--- src/rtl/seg_scan_capture_pkg.sv ---
// Shared types and helpers for the seven-segment scan capture block.
// Latency: n/a (package only).
// Backpressure: n/a (package only).
package seg_scan_capture_pkg;

    localparam int          DIGIT_W    = 8;
    localparam int          NUM_DIGITS = 8;
    localparam logic [7:0]  COM_BLANK  = 8'hFF;

    typedef enum logic {
        SYNC,
        COLLECT
    } state_e;

    // Digit i lives at [8i+7:8i] of the flattened 64-bit word.
    typedef logic [NUM_DIGITS-1:0][DIGIT_W-1:0] frame_t;

    typedef struct packed {
        logic       one_low;  // exactly one COM bit is low
        logic [2:0] idx;      // index of the (highest) low bit
    } com_dec_t;

    // Maps an active-low digit select to a digit index and flags whether
    // exactly one line was low.
    function automatic com_dec_t com_decode(input logic [NUM_DIGITS-1:0] com);
        com_dec_t    r;
        int unsigned n_low;
        r     = '0;
        n_low = 0;
        for (int i = 0; i < NUM_DIGITS; i++) begin
            if (!com[i]) begin
                r.idx = 3'(i);
                n_low++;
            end
        end
        r.one_low = (n_low == 1);
        return r;
    endfunction

endpackage

--- src/rtl/seg_scan_capture_input_deglitch.sv ---
// seg_input_deglitch: registers COM/ENS, counts stable samples, strobes one accept per new digit.
// Latency: accept strobe SETTLE+1 cycles after the inputs change (combinational strobe off registered state).
// Backpressure: none; accepts are single-cycle strobes the consumer must take.
// Ports: clk, nrst | com_in/ens_in raw scan lines | acc_vld strobe with acc_com/acc_ens.
module seg_input_deglitch
    import seg_scan_capture_pkg::*;
#(
    parameter int SETTLE = 2
) (
    input  logic               clk,
    input  logic               nrst,
    input  logic [7:0]         com_in,
    input  logic [DIGIT_W-1:0] ens_in,
    output logic               acc_vld,
    output logic [7:0]         acc_com,
    output logic [DIGIT_W-1:0] acc_ens
);

    localparam logic [3:0] SETTLE_C = 4'(SETTLE);

    logic [7:0]         com_q, prev_com_q, last_com_q, last_com_d;
    logic [DIGIT_W-1:0] ens_q, prev_ens_q;
    logic [3:0]         cnt_q, cnt_d;
    logic               stable, settled;

    assign stable  = (com_q == prev_com_q) && (ens_q == prev_ens_q);
    // True only on the one cycle the counter steps onto SETTLE.
    assign settled = stable && (cnt_q == SETTLE_C - 4'd1);

    always_comb begin
        cnt_d      = 4'd0;
        last_com_d = last_com_q;
        acc_vld    = 1'b0;
        if (stable) begin
            cnt_d = (cnt_q == SETTLE_C) ? cnt_q : cnt_q + 4'd1;
        end
        if (settled) begin
            if (com_q == COM_BLANK) begin
                // A blank lets the same digit be accepted again afterwards.
                last_com_d = COM_BLANK;
            end else if (com_q != last_com_q) begin
                acc_vld    = 1'b1;
                last_com_d = com_q;
            end
        end
    end

    always_ff @(posedge clk or negedge nrst) begin
        if (!nrst) begin
            com_q      <= COM_BLANK;
            ens_q      <= '0;
            prev_com_q <= COM_BLANK;
            prev_ens_q <= '0;
            cnt_q      <= 4'd0;
            last_com_q <= COM_BLANK;
        end else begin
            com_q      <= com_in;
            ens_q      <= ens_in;
            prev_com_q <= com_q;
            prev_ens_q <= ens_q;
            cnt_q      <= cnt_d;
            last_com_q <= last_com_d;
        end
    end

    assign acc_com = com_q;
    assign acc_ens = ens_q;

endmodule

--- src/rtl/seg_scan_capture.sv ---
// Reassembles 8-digit seven-segment scans into 64-bit frames, flags sequence/COM errors and stalls.
// Latency: frame valid 1 cycle after the digit-7 accept; accept SETTLE+1 cycles after an input change.
// Backpressure: none; frame and error outputs are one-cycle pulses.
// Ports: clk, nrst | iS_COM (active-low select), iS_ENS (segments) | o_frame, o_frame_valid,
//        o_changed, o_seq_err, o_com_err, o_stall.
// Option: define SEG_CAPTURE_CHANGE_EN to keep a previous-frame copy and drive o_changed.
module seg_scan_capture
    import seg_scan_capture_pkg::*;
#(
    parameter int SETTLE  = 2,
    parameter int TIMEOUT = 4096
) (
    input  logic        clk,
    input  logic        nrst,
    input  logic [7:0]  iS_COM,
    input  logic [7:0]  iS_ENS,
    output logic [63:0] o_frame,
    output logic        o_frame_valid,
    output logic        o_changed,
    output logic        o_seq_err,
    output logic        o_com_err,
    output logic        o_stall
);

    localparam int            IW   = $clog2(TIMEOUT + 1);
    localparam logic [IW-1:0] TO_C = IW'(TIMEOUT);

    logic               acc_vld;
    logic [7:0]         acc_com;
    logic [DIGIT_W-1:0] acc_ens;
    com_dec_t           dec;

    state_e        state_q, state_d;
    logic [2:0]    exp_q, exp_d;
    frame_t        buf_q, buf_d;
    frame_t        frame_q, frame_d;
    logic          valid_q, valid_d;
    logic          seq_err_q, seq_err_d;
    logic          com_err_q, com_err_d;
    logic          stall_q, stall_d;
    logic [IW-1:0] idle_q, idle_d;

    seg_input_deglitch #(.SETTLE(SETTLE)) u_deglitch (
        .clk     (clk),
        .nrst    (nrst),
        .com_in  (iS_COM),
        .ens_in  (iS_ENS),
        .acc_vld (acc_vld),
        .acc_com (acc_com),
        .acc_ens (acc_ens)
    );

    assign dec = com_decode(acc_com);

    always_comb begin
        state_d   = state_q;
        exp_d     = exp_q;
        buf_d     = buf_q;
        frame_d   = frame_q;
        valid_d   = 1'b0;
        seq_err_d = 1'b0;
        com_err_d = 1'b0;
        stall_d   = stall_q;
        idle_d    = idle_q;

        if (acc_vld) begin
            // An accept beats a coincident timeout.
            idle_d  = '0;
            stall_d = 1'b0;
            if (!dec.one_low) begin
                com_err_d = 1'b1;
                state_d   = SYNC;
            end else if (state_q == SYNC) begin
                if (dec.idx == 3'd0) begin
                    buf_d[0] = acc_ens;
                    exp_d    = 3'd1;
                    state_d  = COLLECT;
                end
            end else if (dec.idx == exp_q) begin
                buf_d[dec.idx] = acc_ens;
                exp_d          = exp_q + 3'd1;
                if (dec.idx == 3'd7) begin
                    frame_d = buf_d;
                    valid_d = 1'b1;
                    state_d = SYNC;
                end
            end else begin
                seq_err_d = 1'b1;
                if (dec.idx == 3'd0) begin
                    buf_d[0] = acc_ens;
                    exp_d    = 3'd1;
                    state_d  = COLLECT;
                end else begin
                    state_d = SYNC;
                end
            end
        end else begin
            if (idle_q != TO_C) begin
                idle_d = idle_q + IW'(1);
            end
            if (idle_d == TO_C) begin
                stall_d = 1'b1;
                state_d = SYNC;
            end
        end
    end

    always_ff @(posedge clk or negedge nrst) begin
        if (!nrst) begin
            state_q   <= SYNC;
            exp_q     <= 3'd0;
            buf_q     <= '0;
            frame_q   <= '0;
            valid_q   <= 1'b0;
            seq_err_q <= 1'b0;
            com_err_q <= 1'b0;
            stall_q   <= 1'b0;
            idle_q    <= '0;
        end else begin
            state_q   <= state_d;
            exp_q     <= exp_d;
            buf_q     <= buf_d;
            frame_q   <= frame_d;
            valid_q   <= valid_d;
            seq_err_q <= seq_err_d;
            com_err_q <= com_err_d;
            stall_q   <= stall_d;
            idle_q    <= idle_d;
        end
    end

`ifdef SEG_CAPTURE_CHANGE_EN
    frame_t prev_frame_q, prev_frame_d;
    logic   changed_q, changed_d;

    always_comb begin
        prev_frame_d = prev_frame_q;
        changed_d    = 1'b0;
        if (valid_d) begin
            changed_d    = (frame_d != prev_frame_q);
            prev_frame_d = frame_d;
        end
    end

    always_ff @(posedge clk or negedge nrst) begin
        if (!nrst) begin
            prev_frame_q <= '0;
            changed_q    <= 1'b0;
        end else begin
            prev_frame_q <= prev_frame_d;
            changed_q    <= changed_d;
        end
    end

    assign o_changed = changed_q;
`else
    assign o_changed = 1'b0;
`endif

    assign o_frame       = frame_q;
    assign o_frame_valid = valid_q;
    assign o_seq_err     = seq_err_q;
    assign o_com_err     = com_err_q;
    assign o_stall       = stall_q;

endmodule

--- config.mk ---
export PLATFORM = sky130hd
export DESIGN_NAME = seg_scan_capture
export DESIGN_NICKNAME = d
export VERILOG_FILES = /design/src/rtl/seg_scan_capture_pkg.sv /design/src/rtl/seg_scan_capture_input_deglitch.sv /design/src/rtl/seg_scan_capture.sv
export SDC_FILE = /design/constraint.sdc
export NUM_CORES = 1
export LEC_CHECK = 0
export BUFFER_PORTS_ARGS = -buffer_cell sky130_fd_sc_hd__buf_2
export CAP_MARGIN = 20
export CORE_AREA = 4 4 147 149
export DETAILED_ROUTE_END_ITERATION = 8
export DIE_AREA = 0 0 151 153
export GPL_TIMING_DRIVEN = 0
export MAX_ROUTING_LAYER = met4
export PLACE_DENSITY = 0.61
export SKIP_CTS_REPAIR_TIMING = 1
export SLEW_MARGIN = 20
export SYNTH_ARGS = -nofsm -noshare
export SYNTH_HDL_FRONTEND = slang
export SYNTH_SLANG_ARGS = --single-unit
--- constraint.sdc ---
create_clock -name clk -period 5.55 [get_ports clk]
set_input_delay 0.555 -clock clk [delete_from_list [all_inputs] [get_ports clk]]
set_output_delay 0.555 -clock clk [all_outputs]
set_load 0.005 [all_outputs]
==> reports/qor.yml <==
clockBufferDepth: 2
setup_viol: 0
dieArea_um2: 23100
hold_slack_ps: 11.9
yosysUniqueCellTypes: 60
vdd_drop_max_uv: 235
final_util_pct: 51.4
cp.required_ps: 5860
cp_slowest_cell: "dfstp_2"
slowest_delay_ps: 620
synth_top_area_cell: "dfrtp_1"
antenna_cells: 0
worstSetupEndpointType: "register"
cts_max_level: 4
finalNonFillerCells: 1047
netlist_area_um2: 8560
ant_nets: 0
yosysMostFrequentCell: "dfrtp_1"
yosysSeqAreaShare_pct: 54.4
startpoint_type: "register"
max-cap-violations: 0
multi_input_area_um2: 3720
std_cell_rows: 52
antenna_found_initial: 0
ys.flop_type: "dfrtp_1"
clk_pin_slew_ps: 70
synth-edff-count: 0
drt_wl_total_um: 18700
first_iter_violations: 247
path_class: "reg -> reg"
cts.sink_count: 185
cts_made_buffers: 17
fin_crit_ps: 5340
ys_ff_latch: 185
numPortBuffers: 85
dpl.cell_count: 998
grt.total_usage_pct: 17.0
gp_congestion: 0.860
status: "finished, final reports clean"
synthTopCellsByCount: "dfrtp_1 (161), mux2_2 (105), mux2_1 (62)"
hp-class: "in -> async"
synth_top_area_share_pct: 47.1
cellPowerDensity_nw_per_um2: 294
ios: 87
cp_max_fo: 8
first_pass_iters: 4
gr-total-overflow: 0
dr_total_vias: 5408
synth_cells: 641
slew_violations: 0
wire_per_inst_um: 17.9
cts_tree: "yes"
fill_cells: 1744
layout-drive-gt1-share_pct: 39.6
die_h_um: 153
crit_chain: "inv_2, ha_4, xnor2_1, ha_1, nor2_1, a31oi_2, ha_4, mux2_2, ha_1, nand2b_1, nand2_1, o21ai_2, inv_1, ha_4, nand2_1, o21ai_0, ha_1, nor3_1, a311oi_1, or3_4, buf_12, nor4_4, buf_6, mux2_2"
synthesis.nets: 672
drt_drc_violations_left: 0
hold_violations: 0
hpwl_um: 13100
arrival_ps: 5650
max_freq_mhz: 187
grt_pass1_wl_um: 30000
root_buffer: "clkbuf_16"
die_w_um: 151
synthArstFlopShare_pct: 100
leakagePower_nw: 5.19
register_area_um2: 4660
skew_ps: 10.4
grt_max_degree: 73
avgSynthCellArea_um2: 13.4
maxSlewHeadroom_pct: 36.4
tightestPinTransition_ps: 947
finalCritPeriodShare_pct: 96.2
final_net_count: 796
via_per_inst: 5.17
clock_latency_ps: 430
core_um2: 20200
initial_core_util_pct: 42.4
synthToLayoutAreaGrowth_pct: 21.1
synth.area.top_cells: "dfrtp_1 (47%), mux2_2 (14%), mux2_1 (8.2%), dfstp_2 (7.4%), xor2_1 (3.2%)"
first_global_vias: 5669
synth_warnings: 0
where the power goes:
part	internal (mW)	switching (mW)	leakage, nW
sequential	1.37	0.0153	2.45
combinational	0.125	0.168	2.42
clock	0.860	0.521	0.320
total	2.35	0.703	5.19
logic make-up (layout without fill, tap and decap cells):
kind of cell	Yosys count	after routing	synth area share [%]
flip-flops	185	185	54.4
adder cells (fa/ha/maj)	13	13	1.90
AND/OR/NAND/NOR	139	139	10.1
AO/OA/AOI/OAI	35	35	2.76
other	1	1	0.0438
XOR/XNOR	51	51	5.50
buffers and inverters	47	183	2.92
multiplexers	170	170	22.4
worst max-delay path: cells and delay by family, from the launching register on:
family          cells  cell delay (ps)
compound gates      4              490
fa+ha+maj           6             1630
mux                 2              600
xor+xnor            1              130
flops               1              620
simple gates        7             1250
buf+inv             4              510
cells in the final DEF (no fill, tap or decap), types with 7 or more instances in the layout:
cell,Yosys,layout
buf_6,8,9
mux2_2,105,105
ha_1,13,9
xnor2_1,18,18
a21oi_1,9,9
nor3_1,8,8
clkbuf_1,17,17
nor2_1,32,32
nand2_1,19,19
xor2_1,31,31
buf_4,2,12
nand3_1,11,11
nand4_1,7,7
dfstp_2,24,24
clkbuf_16,0,18
dfrtp_1,161,161
buf_2,5,89
nor4_1,7,7
mux2_1,62,62
inv_1,13,12
metal layers:
metal	track usage [%]	routed length, um
met2	26.9	9200
met3	3.61	581
met4	4.45	255
met5	-	0
met1	22.5	8670
path summary, 6_finish.rpt:
check	depth (start not counted)	endpoint	slack [ps]	start
worst max-delay path	24	buf_q[25]	210	u_deglitch.acc_com[1]
worst min-delay path	1	idle_q[1]	10	nrst
worst max register to register	24	buf_q[25]	210	u_deglitch.acc_com[1]
worst min register to register	0	u_deglitch.prev_com_q[3]	370	u_deglitch.acc_com[3]
max in group asynchronous	2	u_deglitch.prev_com_q[4]	4830	nrst
min in group clk	1	u_deglitch.acc_com[5]	220	iS_COM[5]
flip-flops by register name (all words and copies together), names as in the netlist:
register	cells
buf_q	56
u_deglitch.last_com_q	8
u_deglitch.prev_ens_q	8
u_deglitch.prev_com_q	8
u_deglitch.cnt_q	4
o_com_err	1
state_q	1
o_frame	64
idle_q	13
o_seq_err	1
o_stall	1
u_deglitch.acc_com	8
exp_q	3
o_frame_valid	1
u_deglitch.acc_ens	8
layout make-up:
type / instances / area share, %
repair buffers: 105 / 6.84
flip-flops and latches: 185 / 44.9
inverters: 13 / 0.471
clock buffers: 18 / 4.24
multi-input cells: 409 / 35.9
plain buffers: 34 / 2.06
clock inverters: 13 / 2.29
well taps: 270 / 3.26
stage by stage:
step / instance area [um2] / setup TNS, ps / power, mW / setup WS, ps
finish: 10400 / 0 / 3.05 / 209
global route: 10400 / -310 / 3.17 / -46.9
floorplan: 8560 / 0 / 1.55 / 225
detailed placement: 9390 / -59750 / 1.64 / -665
CTS: 10100 / -60690 / 3.02 / -662
global placement: 9320 / -41180 / 1.62 / -501
No activity file was read; power rests on OpenSTA's default activity.
